==> config.mk <==
export PLATFORM = sky130hd
export DESIGN_NAME = counter_cmd_unit
export DESIGN_NICKNAME = d
export VERILOG_FILES = /design/src/rtl/counter_pkg.sv /design/src/rtl/cmd_rsp_fifo.sv /design/src/rtl/counter_cmd_unit.sv
export SDC_FILE = /design/constraint.sdc
export NUM_CORES = 1
export LEC_CHECK = 0
export ABC_AREA = 1
export CAP_MARGIN = 5
export CORE_ASPECT_RATIO = 0.75
export CORE_MARGIN = 5
export CORE_UTILIZATION = 40
export CTS_BUF_LIST = sky130_fd_sc_hd__clkbuf_16
export CTS_CLUSTER_SIZE = 16
export DETAILED_ROUTE_END_ITERATION = 6
export GPL_TIMING_DRIVEN = 0
export PLACE_DENSITY_LB_ADDON = 0.2
export SLEW_MARGIN = 20
export SYNTH_ARGS = -nofsm -noshare
export SYNTH_HDL_FRONTEND = slang
export SYNTH_HIERARCHICAL = 1
export SYNTH_SLANG_ARGS = --single-unit
==> constraint.sdc <==
create_clock -name clk -period 3 [get_ports clk]
set_clock_uncertainty 0.15 [all_clocks]
set_input_delay 0.3 -clock clk [delete_from_list [all_inputs] [get_ports clk]]
set_output_delay 0.3 -clock clk [all_outputs]
set_load 0.005 [all_outputs]
==> src/rtl/counter_pkg.sv <==
// Shared encodings for the command-driven counter: opcode enum and response layout.
// Latency: n/a (types and constants only).
// Backpressure: n/a.
package counter_pkg;

  // Default counter width; the external reference model uses the same encodings.
  localparam int CNT_WIDTH = 7;

  // Command opcodes; value 7 is reserved and behaves like NOP.
  typedef enum logic [2:0] {
    OP_NOP   = 3'd0,
    OP_CLEAR = 3'd1,
    OP_LOAD  = 3'd2,
    OP_INC   = 3'd3,
    OP_DEC   = 3'd4,
    OP_ADD   = 3'd5,
    OP_READ  = 3'd6,
    OP_RSVD  = 3'd7
  } op_t;

  // One response entry. The FIFO word in counter_cmd_unit uses this exact
  // bit order ({op, count, flag}) for any WIDTH.
  typedef struct packed {
    op_t                  op;
    logic [CNT_WIDTH-1:0] count;
    logic                 flag;
  } rsp_t;

  localparam int RSP_W = $bits(rsp_t);

endpackage

==> src/rtl/cmd_rsp_fifo.sv <==
// Synchronous FIFO holding counter responses, DEPTH entries of W bits.
// Latency: a push at edge N is visible at the head in cycle N+1.
// Backpressure: full blocks push unless a pop happens in the same cycle; empty ignores pop.
module cmd_rsp_fifo #(
  parameter int W     = 8,
  parameter int DEPTH = 4
) (
  input  logic                       clk,
  input  logic                       rst,
  input  logic                       push,
  input  logic [W-1:0]               din,
  input  logic                       pop,
  output logic [W-1:0]               dout,
  output logic                       full,
  output logic                       empty,
  output logic [$clog2(DEPTH):0]     count
);

  localparam int AW = $clog2(DEPTH);
  localparam int CW = AW + 1;

  logic [W-1:0]  mem_q [DEPTH];
  logic [AW-1:0] wr_ptr_q, wr_ptr_d;
  logic [AW-1:0] rd_ptr_q, rd_ptr_d;
  logic [CW-1:0] cnt_q, cnt_d;
  logic          do_push;
  logic          do_pop;

  assign do_pop  = pop & ~empty;
  // A pop frees a slot this cycle, so a push at full is still safe.
  assign do_push = push & (~full | do_pop);

  // Pointer and occupancy next-state; pointers wrap naturally since DEPTH is a power of 2.
  always_comb begin
    wr_ptr_d = wr_ptr_q;
    rd_ptr_d = rd_ptr_q;
    cnt_d    = cnt_q;
    if (do_push) wr_ptr_d = wr_ptr_q + AW'(1);
    if (do_pop)  rd_ptr_d = rd_ptr_q + AW'(1);
    case ({do_push, do_pop})
      2'b10:   cnt_d = cnt_q + CW'(1);
      2'b01:   cnt_d = cnt_q - CW'(1);
      default: cnt_d = cnt_q;
    endcase
  end

  // Pointer and occupancy registers; reset empties the FIFO.
  always_ff @(posedge clk) begin
    if (rst) begin
      wr_ptr_q <= '0;
      rd_ptr_q <= '0;
      cnt_q    <= '0;
    end else begin
      wr_ptr_q <= wr_ptr_d;
      rd_ptr_q <= rd_ptr_d;
      cnt_q    <= cnt_d;
    end
  end

  // Storage write; contents need no reset because empty masks the head downstream.
  always_ff @(posedge clk) begin
    if (do_push) mem_q[wr_ptr_q] <= din;
  end

  assign dout  = mem_q[rd_ptr_q];
  assign full  = (cnt_q == CW'(DEPTH));
  assign empty = (cnt_q == '0);
  assign count = cnt_q;

endmodule

==> src/rtl/counter_cmd_unit.sv <==
// Command-driven WIDTH-bit counter; every accepted command yields one queued response.
// Latency: command accepted at edge N updates count and pushes its response at edge N; head valid in N+1.
// Backpressure: cmd_ready drops only when the response FIFO holds DEPTH entries (registered state only).
// Build option: define COUNTER_SATURATE_EN for clamping INC/DEC/ADD instead of wrapping.
module counter_cmd_unit
  import counter_pkg::*;
#(
  parameter int WIDTH = CNT_WIDTH,
  parameter int DEPTH = 4
) (
  input  logic             clk,
  input  logic             rst,
  input  logic             cmd_valid,
  output logic             cmd_ready,
  input  logic [2:0]       cmd_op,
  input  logic [WIDTH-1:0] cmd_data,
  output logic             rsp_valid,
  input  logic             rsp_ready,
  output logic [2:0]       rsp_op,
  output logic [WIDTH-1:0] rsp_count,
  output logic             rsp_flag
);

  localparam int RW = 3 + WIDTH + 1;
  localparam int CW = $clog2(DEPTH) + 1;
  localparam logic [WIDTH-1:0] MAX_V = {WIDTH{1'b1}};
  localparam logic [WIDTH-1:0] ONE_V = WIDTH'(1);

  op_t              op;
  logic [WIDTH-1:0] count_q, count_d;
  logic             flag_d;
  logic [WIDTH:0]   sum_w;
  logic             accept;
  logic             pop;
  logic [RW-1:0]    push_dat;
  logic [RW-1:0]    head_dat;
  logic             fifo_full;
  logic             fifo_empty;
  logic [CW-1:0]    fifo_cnt;

  assign op     = op_t'(cmd_op);
  // Carry-out of ADD lands in bit WIDTH.
  assign sum_w  = {1'b0, count_q} + {1'b0, cmd_data};

  // Ready depends only on registered occupancy, never on rsp_ready.
  assign cmd_ready = (fifo_cnt < CW'(DEPTH));
  assign accept    = cmd_valid & cmd_ready;
  assign pop       = rsp_valid & rsp_ready;

  // Opcode decode: next count and wrap/saturate flag for the command on the port.
  always_comb begin
    count_d = count_q;
    flag_d  = 1'b0;
    case (op)
      OP_CLEAR: count_d = '0;
      OP_LOAD:  count_d = cmd_data;
      OP_INC: begin
`ifdef COUNTER_SATURATE_EN
        if (count_q == MAX_V) flag_d  = 1'b1;
        else                  count_d = count_q + ONE_V;
`else
        count_d = count_q + ONE_V;
        flag_d  = (count_q == MAX_V);
`endif
      end
      OP_DEC: begin
`ifdef COUNTER_SATURATE_EN
        if (count_q == '0) flag_d  = 1'b1;
        else               count_d = count_q - ONE_V;
`else
        count_d = count_q - ONE_V;
        flag_d  = (count_q == '0);
`endif
      end
      OP_ADD: begin
`ifdef COUNTER_SATURATE_EN
        if (sum_w[WIDTH]) begin
          count_d = MAX_V;
          flag_d  = 1'b1;
        end else begin
          count_d = sum_w[WIDTH-1:0];
        end
`else
        count_d = sum_w[WIDTH-1:0];
        flag_d  = sum_w[WIDTH];
`endif
      end
      // NOP, READ and the reserved opcode leave the count alone.
      default: count_d = count_q;
    endcase
  end

  // Counter register: only accepted commands may change it.
  always_ff @(posedge clk) begin
    if (rst)         count_q <= '0;
    else if (accept) count_q <= count_d;
  end

  // Raw opcode is echoed so the reserved value 7 is reported as-is.
  assign push_dat = {cmd_op, count_d, flag_d};

  cmd_rsp_fifo #(
    .W     (RW),
    .DEPTH (DEPTH)
  ) u_rsp_fifo (
    .clk   (clk),
    .rst   (rst),
    .push  (accept & ~fifo_full),
    .din   (push_dat),
    .pop   (pop),
    .dout  (head_dat),
    .full  (fifo_full),
    .empty (fifo_empty),
    .count (fifo_cnt)
  );

  // Head is forced to zero while empty so reset and idle show all-zero responses.
  assign rsp_valid = ~fifo_empty;
  assign {rsp_op, rsp_count, rsp_flag} = fifo_empty ? '0 : head_dat;

endmodule

# --- Word-level counts from Yosys, hierarchy flattened ---
# Memories as Yosys holds them, arrays and structs flattened. A register that Yosys moved wholly into a read port is not among the register bits.
# Cells that the tools add are included.
word_totals:
  ff_bits: 14
  ram_bits: 44
  output_inout_bits: 13
  wordCells: 41
  n_memories: 1
op_classes:
  addsub: 7
  order_cmp: 1
  n_eq_ne: 9
  muxes: 8
  bitwise: 8
  reduce_logical: 3
mem_list:
  columns: ["memory", "words", "width", "read_ports", "rd_ports_with_merged_regs", "write_ports", "line_no", "source"]
  rows:
  - ["u_rsp_fifo.mem_q", 4, 11, 1, 1, 1, "cmd_rsp_fifo.sv:22", "logic [W-1:0] mem_q [DEPTH];"]
op_table:
  columns: ["operator", "n"]
  rows:
  - ["one-hot mux 7 bit (5 select lines)", 1]
  - ["2-to-1 mux 11 bit", 1]
  - ["equality test 3 bit, second input constant", 3]
  - ["adder 7 x 7 -> 8 bit", 1]
  - ["adder 7 x 1 -> 7 bit, second input constant", 1]
  - ["equality test 7 bit, second input constant", 1]
  - ["logical NOT 7 bit", 1]
  - ["subtractor 7 x 1 -> 7 bit, second input constant", 1]
  - ["equality test 3 x 2 -> 1 bit, second input constant", 2]
  - ["one-hot mux 3 bit (2 select lines)", 1]
  - ["bitwise AND 1 bit", 5]
  - ["adder 2 x 1 -> 2 bit, second input constant", 2]
  - ["2-to-1 mux 2 bit", 2]
  - ["adder 3 x 1 -> 3 bit, second input constant", 1]
  - ["equality test 3 x 1 -> 1 bit, second input constant", 1]
  - ["logical NOT 3 bit", 1]
  - ["< comparator 3 bit, second input constant", 1]
  - ["one-hot mux 1 bit (3 select lines)", 1]
  - ["subtractor 3 x 1 -> 3 bit, second input constant", 1]
  - ["equality test 2 x 1 -> 1 bit, second input constant", 1]
  - ["equality test 2 bit, second input constant", 1]
  - ["2-to-1 mux 1 bit", 2]
  - ["NOT 1 bit", 2]
  - ["nonzero test 2 bit", 1]
  - ["OR 1 bit", 1]

# --- Logic depth before layout (Yosys ltp) ---
# Gate-level depths: netlist of the first run.
logic_depth:
  word_depth: 8
  ltp_mapped: 16
  depth_no_buf: 16

# --- By module ---
# The synthesis of the first run kept the hierarchy.
modules_own_cells:
  columns: ["mod", "n_inst", "cells_each", "area_per_inst_um2"]
  rows:
  - ["cmd_rsp_fifo", 1, 181, 2148.3]
  - ["counter_cmd_unit", 1, 222, 1268.7]

# --- Worst setup path after synthesis of the first run ---
# Ideal clock, no wire load.
synth_timing:
  path_type: "reg-to-reg"
  startpoint: "register u_rsp_fifo.cnt_q[1], in the netlist u_rsp_fifo/count[1]"
  endpoint: "register u_rsp_fifo.cnt_q[2], in the netlist u_rsp_fifo/count[2]"
  setup_ps: 113
  arrival_time_ps: 1913
  required_time_ps: 2737
  slack_ps: 824
  stages_incl_launch_ff: 17
  n_path_buf: 0
  period_less_slack_ps: 2176
  path_cell_list: "dfxtp_1 > nor2_2 > nand2_2 > inv_1 > nor2_1 > inv_1 > nand3_2 > nand2_1 > ha_1 > inv_1 > fa_1 > inv_1 > nand2_1 > nand3_1 > nand2_1 > nand2_1 > nor2_1"
synth_via:
  elab_chain_cells: 8
synth_rtl:
  columns: ["item", "line_no", "source"]
  rows:
  - ["start, declared", "cmd_rsp_fifo.sv:25", "logic [CW-1:0] cnt_q, cnt_d;"]
  - ["start signal, assigned", "cmd_rsp_fifo.sv:56", "cnt_q <= cnt_d;"]
  - ["logical NOT 3 bit *", "cmd_rsp_fifo.sv:67", "assign empty = (cnt_q == '0);"]
  - ["named net fifo_empty", "counter_cmd_unit.sv:38", "logic fifo_empty;"]
  - ["NOT 1 bit *", "counter_cmd_unit.sv:118", "assign rsp_valid = ~fifo_empty;"]
  - ["bitwise AND 1 bit *", "counter_cmd_unit.sv:48", "assign pop = rsp_valid & rsp_ready;"]
  - ["named net pop", "counter_cmd_unit.sv:34", "logic pop;"]
  - ["bitwise AND 1 bit *", "cmd_rsp_fifo.sv:29", "assign do_pop = pop & ~empty;"]
  - ["OR 1 bit", "cmd_rsp_fifo.sv:31", "assign do_push = push & (~full | do_pop);"]
  - ["bitwise AND 1 bit", "cmd_rsp_fifo.sv:31", null]
  - ["equality test 2 x 1 -> 1 bit or equality test 2 bit (tied branches)", "cmd_rsp_fifo.sv:40", "case ({do_push, do_pop})"]
  - ["one-hot mux 3 bit (2 select lines) or nonzero test 2 bit (tied branches)", null, null]
# The timed path passes the listed nets; every way through them passes the cells marked *.
# A chain may end at the register's enable or synchronous reset.

# --- Worst setup path after layout of the first run ---
layout_timing:
  startpoint: "input cmd_op[0]"
  endpoint: "memory u_rsp_fifo/mem_q[1][7] in the netlist's numbering, data pin"
layout_via:
  elab_chain_cells: 2
layout_rtl:
  columns: ["item", "line_no", "source"]
  rows:
  - ["start, declared", "counter_cmd_unit.sv:15", "input logic [2:0] cmd_op,"]
  - ["equality test 3 bit (tied with other cells)", "counter_cmd_unit.sv:54", "case (op)"]
  - ["one-hot mux 7 bit (5 select lines) *", "counter_cmd_unit.sv:54", null]
  - ["named net count_d[6]", "counter_cmd_unit.sv:30", "logic [WIDTH-1:0] count_q, count_d;"]
  - ["end, declared", "cmd_rsp_fifo.sv:22", null]
# Marked as above.

==> flow_summary.ini, run 1 <==
[cts]
path_clk_slew_ns = 0.05
clk_latency_ns = 0.32
cts_setup_buffers = 0
cts.sinks = 60
cts_max_level = 3
cts_buffer_depth = 2
cts_resized = 0
hold_buffers = 0
cts_root_buf = clkbuf_16
cts_made_buffers = 9
tritoncts = built

[layout]
area_delta_synth_final_pct = 19.92
final_common_cell = inv_1
most-common-layout-cells = 72 x inv_1, 64 x nand2_1, 50 x nor2_1, 44 x edfxtp_1, 26 x clkdlybuf4s50_1
final_layout_size_suffix_gt1_frac = 0.1034
diodes = 0
nets = 474

[sta]
rsz0062_at_grt = false
slew_violations = 0
tightest_slew_ns = 0.9851
hold_violations = 0
period_minus_slack_ns = 2.693
timing.fmax_ghz = 0.3713
fin_setup_tns_ns = 0
setup_viol_count_final = 0
relSlewSlack = 0.3409
finalCritPeriodShare = 0.8978

[power_and_ir_drop]
power_density_mw_per_mm2 = 787.3
power_mw = 3.226
leakagePower_nw = 1.809
ir_drop_v = 0.0004113

[placement]
gp_congestion = 0.8393
place_hpwl_mm = 5.859
io_buffer_count = 26

[synth]
ys_warn_count = 6
syn_inst = 403
synth_area_sq_mm = 0.003417
avgSynthCellArea_sq_um = 8.479
ys_ff_latch = 60
synth_cell_types = 34
ys_seq_area_frac = 0.4804
synth_nets = 437

[hold_path]
min_path_type = flip-flop to flip-flop

[route]
wire_per_inst_microns = 14.19
wl_mm = 7.846
dr.first_iter.drc_count = 156
viasPerCell = 4.841
drcViolationCount = 0
drtPass1Iterations = 4
ant_nets = 0
vias = 2677

[global_routing]
grt_pass1_wl_mm = 12.70
antenna_found_initial = 0
grt_max_degree = 12
grt_usage = 0.1572
grt_remaining_overflow = 0
grt_pass1_vias = 2514

[run]
maxCapViolations = 0

[setup_path]
arrival_ns = 2.60
worstPathRequired_ns = 2.91
path_max_fanout = 7
path_class = input port to flip-flop
startpoint_type = input port
worstSetupEndpointType = flip-flop

[floorplanning]
dieArea_sq_mm = 0.01051
coreArea_sq_mm = 0.008382
die_w_microns = 116.7
die_y_microns = 90.05
io_pins = 27
initial_core_util = 0.4077
fp-row-count = 29

[outcome]
status = finished clean
## final timing paths
| check | start | endpoint | slack, ns | depth (start not counted) |
|---|---|---|---|---|
| worst min register to register | u_rsp_fifo/rd_ptr_q[1]$_SDFFE_PP0P_ | flip-flop | 0.36 | 2 |
| worst max-delay path | cmd_op[0] | u_rsp_fifo/mem_q[1][7]$_DFFE_PP_ | 0.31 | 13 |
| worst max register to register | u_rsp_fifo/count[2]$_SDFFE_PP0P_ | u_rsp_fifo/mem_q[2][8]$_DFFE_PP_ | 0.36 | 8 |
| worst min-delay path | u_rsp_fifo/rd_ptr_q[1]$_SDFFE_PP0P_ | flip-flop | 0.36 | 2 |
## power breakdown
group | switching, mW | total [mW] | internal, mW
combinational | 0.664 | 1.13 | 0.469
clock | 0.317 | 0.940 | 0.623
sequential | 0.0826 | 1.15 | 1.07
## kinds of logic after synthesis
kind of cell	after synthesis	synth area share
buffers and inverters	82	0.09703
DFF	60	0.4804
and+or+nand+nor	166	0.2153
adders and majority gates	20	0.07982
AOI/OAI and AO/OA	74	0.1249
xor gates and xnor gates	1	0.002564
## routing by layer
metal  vias to the layer above  GRT usage  part of all wire
met5                         -          0                 0
met3                         6    0.05101             0.063
met2                        61     0.2235              0.43
li1                       1410          -                 -
met1                      1200     0.2381              0.50
met4                         0    0.02197            0.0066
## flip-flops by register name, summed over array words and instances, names as in the netlist, named ones only
signal and count:
u_rsp_fifo/rd_ptr_q 2, u_rsp_fifo/mem_q 44, u_rsp_fifo/wr_ptr_q 2, count_q 7, u_rsp_fifo/count 3
## cell type report
cell class,instances,area (sq um)
Fill cell,806,4284
Sequential cell,60,1642
Multi-Input combinational cell,261,1451
Inverter,74,279.0
Timing Repair Buffer,26,260.3
Clock buffer,9,225.2
Tap cell,108,135.1
Clock inverter,7,52.55
Buffer,8,52.55
## synthesized netlist by cell type (all sizes together)
cell type	count	area, sq um
edfxtp	44	1321
fa	3	60.06
o211ai	1	12.51
a21oi	25	140.1
inv	73	274.0
or2	2	12.52
clkbuf	1	3.750
nand2	69	271.5
nor2	56	222.7
nor3	4	20.02
dfxtp	16	320.3
xor2	1	8.760
buf	7	48.79
a31oi	1	12.51
nand4	4	25.02
nand3	26	150.2
o21ai	34	173.9
a22oi	1	12.51
o22ai	12	75.07
nor4	3	18.77
nand3b	2	15.01
ha	17	212.7
clkinv	1	5.000
## per-stage QoR
step | setup WS (ns) | util | instance area [sq um] | std cells | hold slack, ns
2_1_floorplan | 0.8238 | - | 3417 | 403 | 0.2170
3_3_place_gp | -0.005546 | 0.4548 | 3812 | 537 | 0.3427
3_5_place_dp | -0.03530 | 0.4551 | 3815 | 537 | 0.3477
4_1_cts | 0.2313 | 0.4883 | 4093 | 553 | 0.3549
5_1_grt | 0.1287 | 0.4889 | 4098 | 553 | 0.3725
6_report | 0.3066 | 0.4889 | 4098 | 553 | 0.3559
## critical path, stage by stage
cell and delay [ns]:
clkdlybuf4s50_1 0.65, inv_1 0.16, nand3_2 0.13, inv_1 0.14
ha_1 0.35, a21oi_1 0.22, nand2_1 0.07, nor2_1 0.12
nand2_1 0.06, nand3_1 0.11, nand3_1 0.11, nand2_2 0.10
inv_1 0.08
(Power assumes the default switching activity.)
==> run 2, diff against run 1 <==
--- a/config.mk
+++ b/config.mk
@@ -6,10 +6,10 @@
 export NUM_CORES = 1
 export LEC_CHECK = 0
 export ABC_AREA = 1
-export CAP_MARGIN = 5
+export CAP_MARGIN = 20
 export CORE_ASPECT_RATIO = 0.75
 export CORE_MARGIN = 5
-export CORE_UTILIZATION = 40
+export CORE_UTILIZATION = 58
 export CTS_BUF_LIST = sky130_fd_sc_hd__clkbuf_16
 export CTS_CLUSTER_SIZE = 16
 export DETAILED_ROUTE_END_ITERATION = 6
==> run 2 against run 1 <==
  * Critical path depth is 1 lower
  * Sequential power hardly changed
  * First-iteration DRC count is 45% higher
  * Highest routed layer unchanged
==> flow_summary.ini, run 2 (synthesis results as in run 1) <==
[route]
ant_nets = 0
wire_per_inst_microns = 14.78
dr.first_iter.drc_count = 226
wl_mm = 7.731
drtPass1Iterations = 6
vias = 2807
viasPerCell = 5.367
drcViolationCount = 0

[cts]
hold_buffers = 0
cts_made_buffers = 9
cts_buffer_depth = 2
cts_setup_buffers = 0
path_clk_slew_ns = 0.04
clk_latency_ns = 0.32
cts_root_buf = clkbuf_16
cts_resized = 0
cts.sinks = 60
cts_max_level = 3
tritoncts = built

[global_routing]
grt_remaining_overflow = 0
antenna_found_initial = 0
grt_max_degree = 12
grt_usage = 0.2095
grt_pass1_vias = 2546
grt_pass1_wl_mm = 12.31

[setup_path]
worstSetupEndpointType = flip-flop
cp_common_cell = nand3_1
startpoint_type = input port
crit_chain = clkdlybuf4s50_1 -> inv_2 -> nand3_2 -> inv_1 -> ha_1 -> or2_1 -> nand3_1 -> nand3_1 -> nand3_1 -> nand3_1 -> nand2_1 -> inv_1
cpPeakStageDelay_ns = 0.61
critical_path.top_delay_family = buffers and inverters
crit_buf_inv = 4
path_max_fanout = 8
worstPathRequired_ns = 2.90
arrival_ns = 2.67
cpMaxStageDelayCell = clkdlybuf4s50_1
path_class = input port to flip-flop

[outcome]
status = finished clean

[hold_path]
min_path_type = flip-flop to flip-flop

[power_and_ir_drop]
power_density_mw_per_mm2 = 777.1
seq_power_share = 0.370
p_comb_frac = 0.360
intPower_mw = 2.074
switching_share = 0.3373
power.switching_mw = 1.056
leakagePower_nw = 1.796
ir_drop_v = 0.0005247
p_clk_frac = 0.270
power_mw = 3.130

[sta]
slew_violations = 0
fin_ws_ns = 0.2307
hold_violations = 0
timing.fmax_ghz = 0.3611
hold_ws_ns = 0.3538
period_minus_slack_ns = 2.769
rsz0062_at_grt = false
tightest_slew_ns = 1.089
relSlewSlack = 0.2715
setup_viol_count_final = 0
finalCritPeriodShare = 0.9231
fin_setup_tns_ns = 0

[layout]
stdcell_count = 523
finish.utilization = 0.6986
final_common_cell = inv_1
final_layout_size_suffix_gt1_frac = 0.09663
diodes = 0
area_delta_synth_final_pct = 17.87
final_cell_area_sq_mm = 0.004028
largest_reg_flops = 44
fill_cells = 447
nets = 474
most-common-layout-cells = 71 x inv_1, 64 x nand2_1, 53 x nor2_1, 44 x edfxtp_1, 26 x clkdlybuf4s50_1
top_register = u_rsp_fifo/mem_q

[placement]
placed_area_sq_mm = 0.003775
gp_congestion = 0.9315
place_inst = 507
place_hpwl_mm = 5.586
io_buffer_count = 26
pre_cts_ws_ns = -0.04079

[floorplanning]
die_w_microns = 98.63
initial_core_util = 0.5927
coreArea_sq_mm = 0.005766
io_pins = 27
dieArea_sq_mm = 0.007542
fp-row-count = 24
die_y_microns = 76.47

[run]
maxCapViolations = 0
-- run 2: changes by cell type in the layout (fill, tap and decap cells not counted) --
cell       before  now
nor2_2          5    2
nor2_1         50   53
clkinv_1        3    4
inv_1          72   71
bufinv_16       1    0
clkinv_2        1    2
-- run 2: layout make-up --
type | instances | area (sq um) | area share
multi-input cells | 261 | 1444 | 0.3585
clock buffers | 9 | 225.2 | 0.05592
well taps | 78 | 97.59 | 0.02423
flip-flops and latches | 60 | 1642 | 0.4076
repair buffers | 26 | 260.3 | 0.06462
clock inverters | 7 | 27.53 | 0.006834
inverters | 74 | 279.0 | 0.06928
plain buffers | 8 | 52.55 | 0.01305
-- run 2: worst paths after layout --
check	endpoint	slack (ns)	start	cells past startpoint
setup reg to reg	u_rsp_fifo/mem_q[2][0]$_DFFE_PP_	0.33	u_rsp_fifo/count[1]$_SDFFE_PP0P_	8
setup / recovery	u_rsp_fifo/mem_q[0][6]$_DFFE_PP_	0.23	cmd_op[1]	12
hold reg to reg	u_rsp_fifo/rd_ptr_q[1]$_SDFFE_PP0P_	0.35	u_rsp_fifo/rd_ptr_q[1]$_SDFFE_PP0P_	2
hold / removal	u_rsp_fifo/rd_ptr_q[1]$_SDFFE_PP0P_	0.35	u_rsp_fifo/rd_ptr_q[1]$_SDFFE_PP0P_	2
-- run 2: routing by layer --
metal / GRT usage / wire length [microns] / vias to the layer above / part of all wire
li1: - / - / 1420 / -
met1: 0.3011 / 3523 / 1265 / 0.46
met2: 0.3057 / 3492 / 107 / 0.45
met3: 0.05764 / 603 / 15 / 0.078
met4: 0.06821 / 110 / 0 / 0.014
met5: 0 / 0 / - / 0
-- run 2: power by group through the flow --
stage | Sequential (mW) | Clock (mW) | Combinational [mW]
after floorplan | 1.14 | 0 | 0.707
after global routing | 1.17 | 0.914 | 1.26
after detailed placement | 1.17 | 0 | 1.12
final | 1.16 | 0.845 | 1.13
after CTS | 1.15 | 0.860 | 1.13
after global placement | 1.17 | 0 | 1.09
-- run 2: worst register-to-register path: cells and delay by family, from the launching register on --
family / cells / cell delay (ns)
and+or+nand+nor: 6 / 1.55
buffers and inverters: 2 / 0.21
DFF: 1 / 0.38
